<file path="config.mk">
export PLATFORM = sky130hd
export DESIGN_NAME = student_audio_sample_scheduler
export DESIGN_NICKNAME = d
export VERILOG_FILES = /design/src/rtl/student_audio_sched_pkg.sv /design/src/rtl/student_sched_timeout_timer.sv /design/src/rtl/student_audio_sample_scheduler.sv
export SDC_FILE = /design/constraint.sdc
export NUM_CORES = 1
export LEC_CHECK = 0
export BUFFER_PORTS_ARGS = -buffer_cell sky130_fd_sc_hd__buf_2
export CORE_MARGIN = 4
export CORE_UTILIZATION = 50
export DETAILED_ROUTE_END_ITERATION = 12
export GPL_ROUTABILITY_DRIVEN = 0
export PLACE_DENSITY = 0.84
export SLEW_MARGIN = 20
export SYNTH_ARGS = -nofsm -noshare
export SYNTH_HDL_FRONTEND = slang
export SYNTH_HIERARCHICAL = 1
export SYNTH_SLANG_ARGS = --single-unit
</file>
<file path="constraint.sdc">
create_clock -name clk_i -period 2.7 [get_ports clk_i]
set_clock_uncertainty 0.15 [all_clocks]
set_input_delay 0.675 -clock clk_i [delete_from_list [all_inputs] [get_ports clk_i]]
set_output_delay 0.675 -clock clk_i [all_outputs]
set_load 0.005 [all_outputs]
</file>
<file path="src/rtl/student_audio_sched_pkg.sv">
// Shared types and defaults for the audio sample scheduler and its timeout timer.
// No logic here: types and parameter defaults only, so no latency or backpressure.
package student_audio_sched_pkg;

  localparam int DATA_W      = 16;
  localparam int TIMEOUT_CYC = 400;
  localparam int OVR_CNT_W   = 8;

  typedef enum logic [1:0] {
    BYPASS = 2'b00,
    FILTER = 2'b01,
    MUTE   = 2'b10,
    MONO   = 2'b11
  } mode_e;

  typedef enum logic [2:0] {
    IDLE,
    ISSUE_L,
    WAIT_L,
    ISSUE_R,
    WAIT_R,
    COMMIT
  } state_e;

endpackage

</file>
<file path="src/rtl/student_sched_timeout_timer.sv">
// Per-channel watchdog: counts while enabled and flags expiry at TIMEOUT_CYC-1.
// Expire is combinational from the count register; no backpressure, clear beats enable.
module student_sched_timeout_timer #(
  parameter int TIMEOUT_CYC = 400
) (
  input  logic clk_i,
  input  logic rst_ni,
  input  logic clr_i,
  input  logic en_i,
  output logic expire_o
);

  localparam int CNT_W = $clog2(TIMEOUT_CYC);
  localparam logic [CNT_W-1:0] LAST = CNT_W'(TIMEOUT_CYC - 1);

  logic [CNT_W-1:0] cnt_q;

  always_ff @(posedge clk_i) begin
    if (!rst_ni) begin
      cnt_q <= '0;
    end else if (clr_i) begin
      cnt_q <= '0;
    end else if (en_i && (cnt_q != LAST)) begin
      cnt_q <= cnt_q + 1'b1;
    end
  end

  assign expire_o = en_i && (cnt_q == LAST);

endmodule

</file>
<file path="src/rtl/student_audio_sample_scheduler.sv">
// Frame sequencer: captures each codec L/R pair, time-shares one FIR core, commits DAC outputs.
// Bypass/mute update 2 cycles after the edge; FIR offer held until ready or channel timeout.
module student_audio_sample_scheduler
  import student_audio_sched_pkg::*;
#(
  parameter int DATA_W      = student_audio_sched_pkg::DATA_W,
  parameter int TIMEOUT_CYC = student_audio_sched_pkg::TIMEOUT_CYC,
  parameter int OVR_CNT_W   = student_audio_sched_pkg::OVR_CNT_W
) (
  input  logic                 clk_i,
  input  logic                 rst_ni,
  input  logic                 smp_valid_i,
  input  logic [DATA_W-1:0]    smp_l_i,
  input  logic [DATA_W-1:0]    smp_r_i,
  input  logic [1:0]           mode_i,
  output logic                 fir_valid_o,
  input  logic                 fir_ready_i,
  output logic [DATA_W-1:0]    fir_data_o,
  output logic                 fir_ch_o,
  input  logic                 fir_res_valid_i,
  input  logic [DATA_W-1:0]    fir_res_i,
  output logic [DATA_W-1:0]    out_l_o,
  output logic [DATA_W-1:0]    out_r_o,
  output logic                 out_update_o,
  output logic                 busy_o,
  output logic                 timeout_err_o,
  output logic [OVR_CNT_W-1:0] overrun_cnt_o,
  input  logic                 clr_err_i
);

  state_e state_q, state_d;
  mode_e  mode_q;
  logic   prev_q, smp_edge, accept, overrun;
  logic [DATA_W-1:0] raw_l_q, raw_r_q, res_l_q, res_r_q, res_l_d, res_r_d;
  logic [DATA_W-1:0] out_l_q, out_r_q;
  logic   out_update_q, timeout_err_q;
  logic [OVR_CNT_W-1:0] overrun_cnt_q;
  logic   tmr_clr, tmr_en, tmr_exp, to_set, l_done, r_done;

  assign smp_edge = smp_valid_i & ~prev_q;
  assign accept   = smp_edge && (state_q == IDLE);
  assign overrun  = smp_edge && (state_q != IDLE);

  student_sched_timeout_timer #(.TIMEOUT_CYC(TIMEOUT_CYC)) u_timer (
    .clk_i    (clk_i),
    .rst_ni   (rst_ni),
    .clr_i    (tmr_clr),
    .en_i     (tmr_en),
    .expire_o (tmr_exp)
  );

  // Expiry in ISSUE wins over a same-cycle ready: the offer is abandoned and raw data passes.
  always_comb begin
    state_d     = state_q;
    fir_valid_o = 1'b0;
    fir_data_o  = '0;
    fir_ch_o    = 1'b0;
    tmr_clr     = 1'b0;
    tmr_en      = 1'b0;
    to_set      = 1'b0;
    l_done      = 1'b0;
    r_done      = 1'b0;
    res_l_d     = res_l_q;
    res_r_d     = res_r_q;
    unique case (state_q)
      IDLE: begin
        if (smp_edge) begin
          if ((mode_e'(mode_i) == BYPASS) || (mode_e'(mode_i) == MUTE)) begin
            state_d = COMMIT;
          end else begin
            state_d = ISSUE_L;
            tmr_clr = 1'b1;
          end
        end
      end
      ISSUE_L: begin
        fir_valid_o = 1'b1;
        fir_data_o  = raw_l_q;
        tmr_en      = 1'b1;
        if (tmr_exp) begin
          res_l_d = raw_l_q;
          to_set  = 1'b1;
          l_done  = 1'b1;
        end else if (fir_ready_i) begin
          state_d = WAIT_L;
        end
      end
      WAIT_L: begin
        tmr_en = 1'b1;
        if (fir_res_valid_i) begin
          res_l_d = fir_res_i;
          l_done  = 1'b1;
        end else if (tmr_exp) begin
          res_l_d = raw_l_q;
          to_set  = 1'b1;
          l_done  = 1'b1;
        end
      end
      ISSUE_R: begin
        fir_valid_o = 1'b1;
        fir_data_o  = raw_r_q;
        fir_ch_o    = 1'b1;
        tmr_en      = 1'b1;
        if (tmr_exp) begin
          res_r_d = raw_r_q;
          to_set  = 1'b1;
          r_done  = 1'b1;
        end else if (fir_ready_i) begin
          state_d = WAIT_R;
        end
      end
      WAIT_R: begin
        tmr_en = 1'b1;
        if (fir_res_valid_i) begin
          res_r_d = fir_res_i;
          r_done  = 1'b1;
        end else if (tmr_exp) begin
          res_r_d = raw_r_q;
          to_set  = 1'b1;
          r_done  = 1'b1;
        end
      end
      COMMIT:  state_d = IDLE;
      default: state_d = IDLE;
    endcase
    if (l_done) begin
      if (mode_q == MONO) begin
        state_d = COMMIT;
      end else begin
        state_d = ISSUE_R;
        tmr_clr = 1'b1;
      end
    end
    if (r_done) state_d = COMMIT;
  end

  always_ff @(posedge clk_i) begin
    if (!rst_ni) begin
      state_q       <= IDLE;
      mode_q        <= BYPASS;
      prev_q        <= 1'b0;
      raw_l_q       <= '0;
      raw_r_q       <= '0;
      res_l_q       <= '0;
      res_r_q       <= '0;
      out_l_q       <= '0;
      out_r_q       <= '0;
      out_update_q  <= 1'b0;
      timeout_err_q <= 1'b0;
      overrun_cnt_q <= '0;
    end else begin
      state_q      <= state_d;
      prev_q       <= smp_valid_i;
      res_l_q      <= res_l_d;
      res_r_q      <= res_r_d;
      out_update_q <= (state_q == COMMIT);
      if (accept) begin
        raw_l_q <= smp_l_i;
        raw_r_q <= smp_r_i;
        mode_q  <= mode_e'(mode_i);
      end
      if (state_q == COMMIT) begin
        unique case (mode_q)
          BYPASS: begin out_l_q <= raw_l_q; out_r_q <= raw_r_q; end
          FILTER: begin out_l_q <= res_l_q; out_r_q <= res_r_q; end
          MUTE:   begin out_l_q <= '0;      out_r_q <= '0;      end
          MONO:   begin out_l_q <= res_l_q; out_r_q <= res_l_q; end
          default: begin out_l_q <= '0;     out_r_q <= '0;      end
        endcase
      end
      if (to_set) timeout_err_q <= 1'b1;
      else if (clr_err_i) timeout_err_q <= 1'b0;
      // A drop in the clearing cycle restarts the count at one.
      if (clr_err_i) overrun_cnt_q <= overrun ? OVR_CNT_W'(1) : '0;
      else if (overrun && (overrun_cnt_q != '1)) overrun_cnt_q <= overrun_cnt_q + 1'b1;
    end
  end

  assign out_l_o       = out_l_q;
  assign out_r_o       = out_r_q;
  assign out_update_o  = out_update_q;
  assign busy_o        = (state_q != IDLE);
  assign timeout_err_o = timeout_err_q;
  assign overrun_cnt_o = overrun_cnt_q;

endmodule

</file>
==> key figures <==
Route
  • Via/cell ratio: 5.82
  • Detailed Routing Iterations Pass 1: 6
  • ANT nets after route: 0
  • Wire per inst: 17.0 um
  • Total Wirelength: ~16 mm
  • Post-route DRC: 0
  • Drt initial violations: just under 600
  • Vias: 5,382

CTS
  • Clock transition at the registers of the reported paths: 50 ps
  • Post-CTS Hold Fix Bufs: 0
  • CTS tree: done
  • Clock tree buffer depth: 2
  • H-tree depth: 4
  • CTS Root Cell: clkbuf_16
  • Clk_lat worst skew: slightly above 400 ps
  • Num CTS Buffers: 17
  • Clock sinks: between 100 and 150

Status
  • Outcome: complete, no violations

Pwr
  • Switching part of the total: between 30% and 40%
  • Combinational group share of total power: 25.2%
  • Power per cell area: a little under 900 nW/um^2
  • P_int: roughly 4.4 mW
  • Seq pwr share: approximately 37%
  • Overall Power: 6.33 mW
  • Lkg Pwr: roughly 3.3 nW
  • Clock power frac: 38.0%
  • Peak supply drop: 391 uV
  • NetSw: 1.98 mW

Logic synthesis
  • Sequential share of the synthesized area: about two fifths
  • Ys async rst share: 0%
  • Syn avg cell area: 8.76 um^2
  • Number of synthesized flops with an enable pin: 0
  • Mapped Cells: slightly below 700
  • Synth warn: 6
  • Prevailing post-synth register cell: dfxtp_1
  • Mapped Nets: roughly 730
  • FF+latch count, synth: 121
  • Netlist Area Pre-Place: 5900 um^2
  • Post-synthesis cell type count: 59

Floorplanning
  • Area of the core: roughly 11,000 um^2
  • Die W: between 100 and 150 um
  • DIE HEIGHT: 117 um
  • Die ar.: 13,600 um^2
  • Initial cell density of the core: between 50 and 60%
  • Ports: 117
  • Row count: 39

Global route
  • Most used routing layer: met2
  • Largest net degree at the start of global routing: ~110
  • Grt met2 use: 33.4%
  • First-pass GRT wire length: 24.6 mm
  • Met1 usage: 33.1%
  • GRT overflow: 0
  • M3 GR Usage: 6.22%
  • Aggregate global-route resource usage: 23.1%
  • Vias in the first global route: between 4,000 and 5,000
  • Initial antenna violation count: 0

Critical path
  • Crit-path max FO: 19
  • Worst Path Required: ~1900 ps
  • Startpoint Class: flop
  • Endpoint class of the critical path: output pin
  • Arr. time, crit path: around 1800 ps
  • Crit Path Class: flop to output pin

Layout
  • Layout area overhead: 21.9%
  • Antenna Cells: 0
  • Commonest cells after routing, fill and taps aside: dfxtp_1 (120), nand2_1 (118), buf_2 (116)
  • Most common cell after layout, fill and taps aside: dfxtp_1
  • Fill count: 944
  • Share of post-route cells with drive strength above 1: 22.2%
  • Final-stage net count: approximately 830

Timing
  • Hold Vio Cnt, Final: 0
  • Setup-failing EPs final: 0
  • F_max: 384 MHz
  • Tcrit/Tclk final: 96.5%
  • Final Max Tran Viols: 0
  • Minimum clock period after layout: 2600 ps
  • Worst slew pin tran: 563 ps
  • Total Neg Setup Slack: 0 ps
  • RSZ-0062 raised after global routing: false
  • WHS: between 300 and 400 ps
  • Max_slew headroom: between 60 and 70%

Job
  • Max Cap Viol: 0

Placement
  • Port-buffer cells: 116
  • Dpl hpwl: between 10 and 15 mm

Min path
  • Worst Hold Class: flop to flop
==> sequential cells by signal, indices dropped and copies added (netlist names) <==
name           count
mode_q             2
out_l_o           16
out_r_o           16
out_update_o       1
overrun_cnt_o      8
prev_q             1
raw_l_q           16
raw_r_q           16
res_l_q           16
res_r_q           16
state_q            3
timeout_err_o      1
u_timer/cnt_q      9
==> metrics by stage <==
stage | area [um^2] | cells | setup slack [ps] | util, %
2_1_floorplan | 5900 | 673 | 196 | -
3_3_place_gp | 6540 | 893 | 161 | 57.1
3_5_place_dp | 6540 | 893 | 59.4 | 57.1
4_1_cts | 7170 | 924 | 48.9 | 62.6
5_1_grt | 7190 | 924 | 8.47 | 62.7
6_report | 7190 | 924 | 95.6 | 62.7
==> cells by family (layout without fill, tap and decap cells) <==
kind of cell / after synthesis / count (layout) / synth area share (%)
AOI/OAI and AO/OA: 202 / 202 / 25.0
xor gates and xnor gates: 3 / 3 / 0.446
adders and majority gates: 2 / 2 / 0.424
buffers and inverters: 80 / 188 / 6.47
DFF: 121 / 121 / 41.1
muxes: 63 / 63 / 10.7
and+or+nand+nor: 202 / 202 / 15.9
==> area by class of cell <==
type | instances | area, um^2 | area share (%)
tap | 143 | 179 | 2.49
inverter | 24 | 90.1 | 1.25
sequential | 121 | 2420 | 33.7
timing repair buffer | 133 | 746 | 10.4
clock buffer | 25 | 495 | 6.90
clock inverter | 6 | 136 | 1.90
multi-input combinational | 472 | 3120 | 43.4
==> power by group through the flow <==
stage	logic (mW)	clock network, mW	registers, mW
after floorplan	1.12	0	2.28
after global placement	1.53	0	2.33
after detailed placement	1.56	0	2.35
after CTS	1.58	2.42	2.32
after global routing	1.76	2.50	2.36
final	1.60	2.41	2.33
==> critical path: stages (launching register included) <==
cell and delay, ps:
dfxtp_1 350, buf_4 180, inv_1 190, nand2_1 80
buf_4 220, nor2_1 200, buf_2 150
==> metal layers <==
layer  vias to the layer above  part of all wire (%)
met3                        25                   8.0
met5                         -                     0
met1                      2537                    46
li1                       2603                     -
met4                         0                   1.9
met2                       217                    44
==> path summary, 6_finish.rpt <==
check | end | from | cells after the start | slack (ps)
hold reg to reg | timeout_err_o$_SDFFE_PN0P_ | timeout_err_o$_SDFFE_PN0P_ | 2 | 330
hold / removal | timeout_err_o$_SDFFE_PN0P_ | timeout_err_o$_SDFFE_PN0P_ | 2 | 330
setup / recovery | fir_data_o[9] | state_q[2]$_SDFFE_PN0P_ | 6 | 100
setup reg to reg | u_timer/cnt_q[7]$_SDFFE_PP0P_ | state_q[1]$_SDFFE_PP0P_ | 11 | 280
==> Yosys cell counts (all sizes together), types with 2 or more instances <==
| library cell | instances | area share (%) |
|---|---|---|
| a211o | 3 | 0.47 |
| a21boi | 35 | 4.5 |
| a21oi | 41 | 3.5 |
| a31oi | 7 | 0.74 |
| a41oi | 2 | 0.42 |
| and2 | 5 | 0.53 |
| and3 | 3 | 0.34 |
| and4 | 2 | 0.30 |
| and4b | 3 | 0.51 |
| buf | 22 | 2.7 |
| clkbuf | 34 | 2.2 |
| dfxtp | 121 | 41 |
| ha | 2 | 0.42 |
| inv | 24 | 1.5 |
| mux2i | 63 | 11 |
| nand2 | 118 | 7.5 |
| nand2b | 8 | 0.85 |
| nand3 | 6 | 0.51 |
| nand3b | 2 | 0.25 |
| nand4 | 4 | 0.68 |
| nor2 | 35 | 2.4 |
| nor2b | 3 | 0.32 |
| nor3 | 3 | 0.45 |
| o211a | 37 | 6.3 |
| o211ai | 16 | 2.0 |
| o21ai | 33 | 2.8 |
| o311ai | 16 | 2.4 |
| o31ai | 4 | 0.59 |
| or3 | 3 | 0.32 |
| or4 | 3 | 0.38 |
| xnor2 | 2 | 0.30 |
==> timing repair <==
action,in CTS,in global routing
setup buffers,0,0
hold endpoints to repair,0,0
gates resized for setup,0,3
endpoints found under the setup margin,0,16
Power figures use the tool's default switching activity.
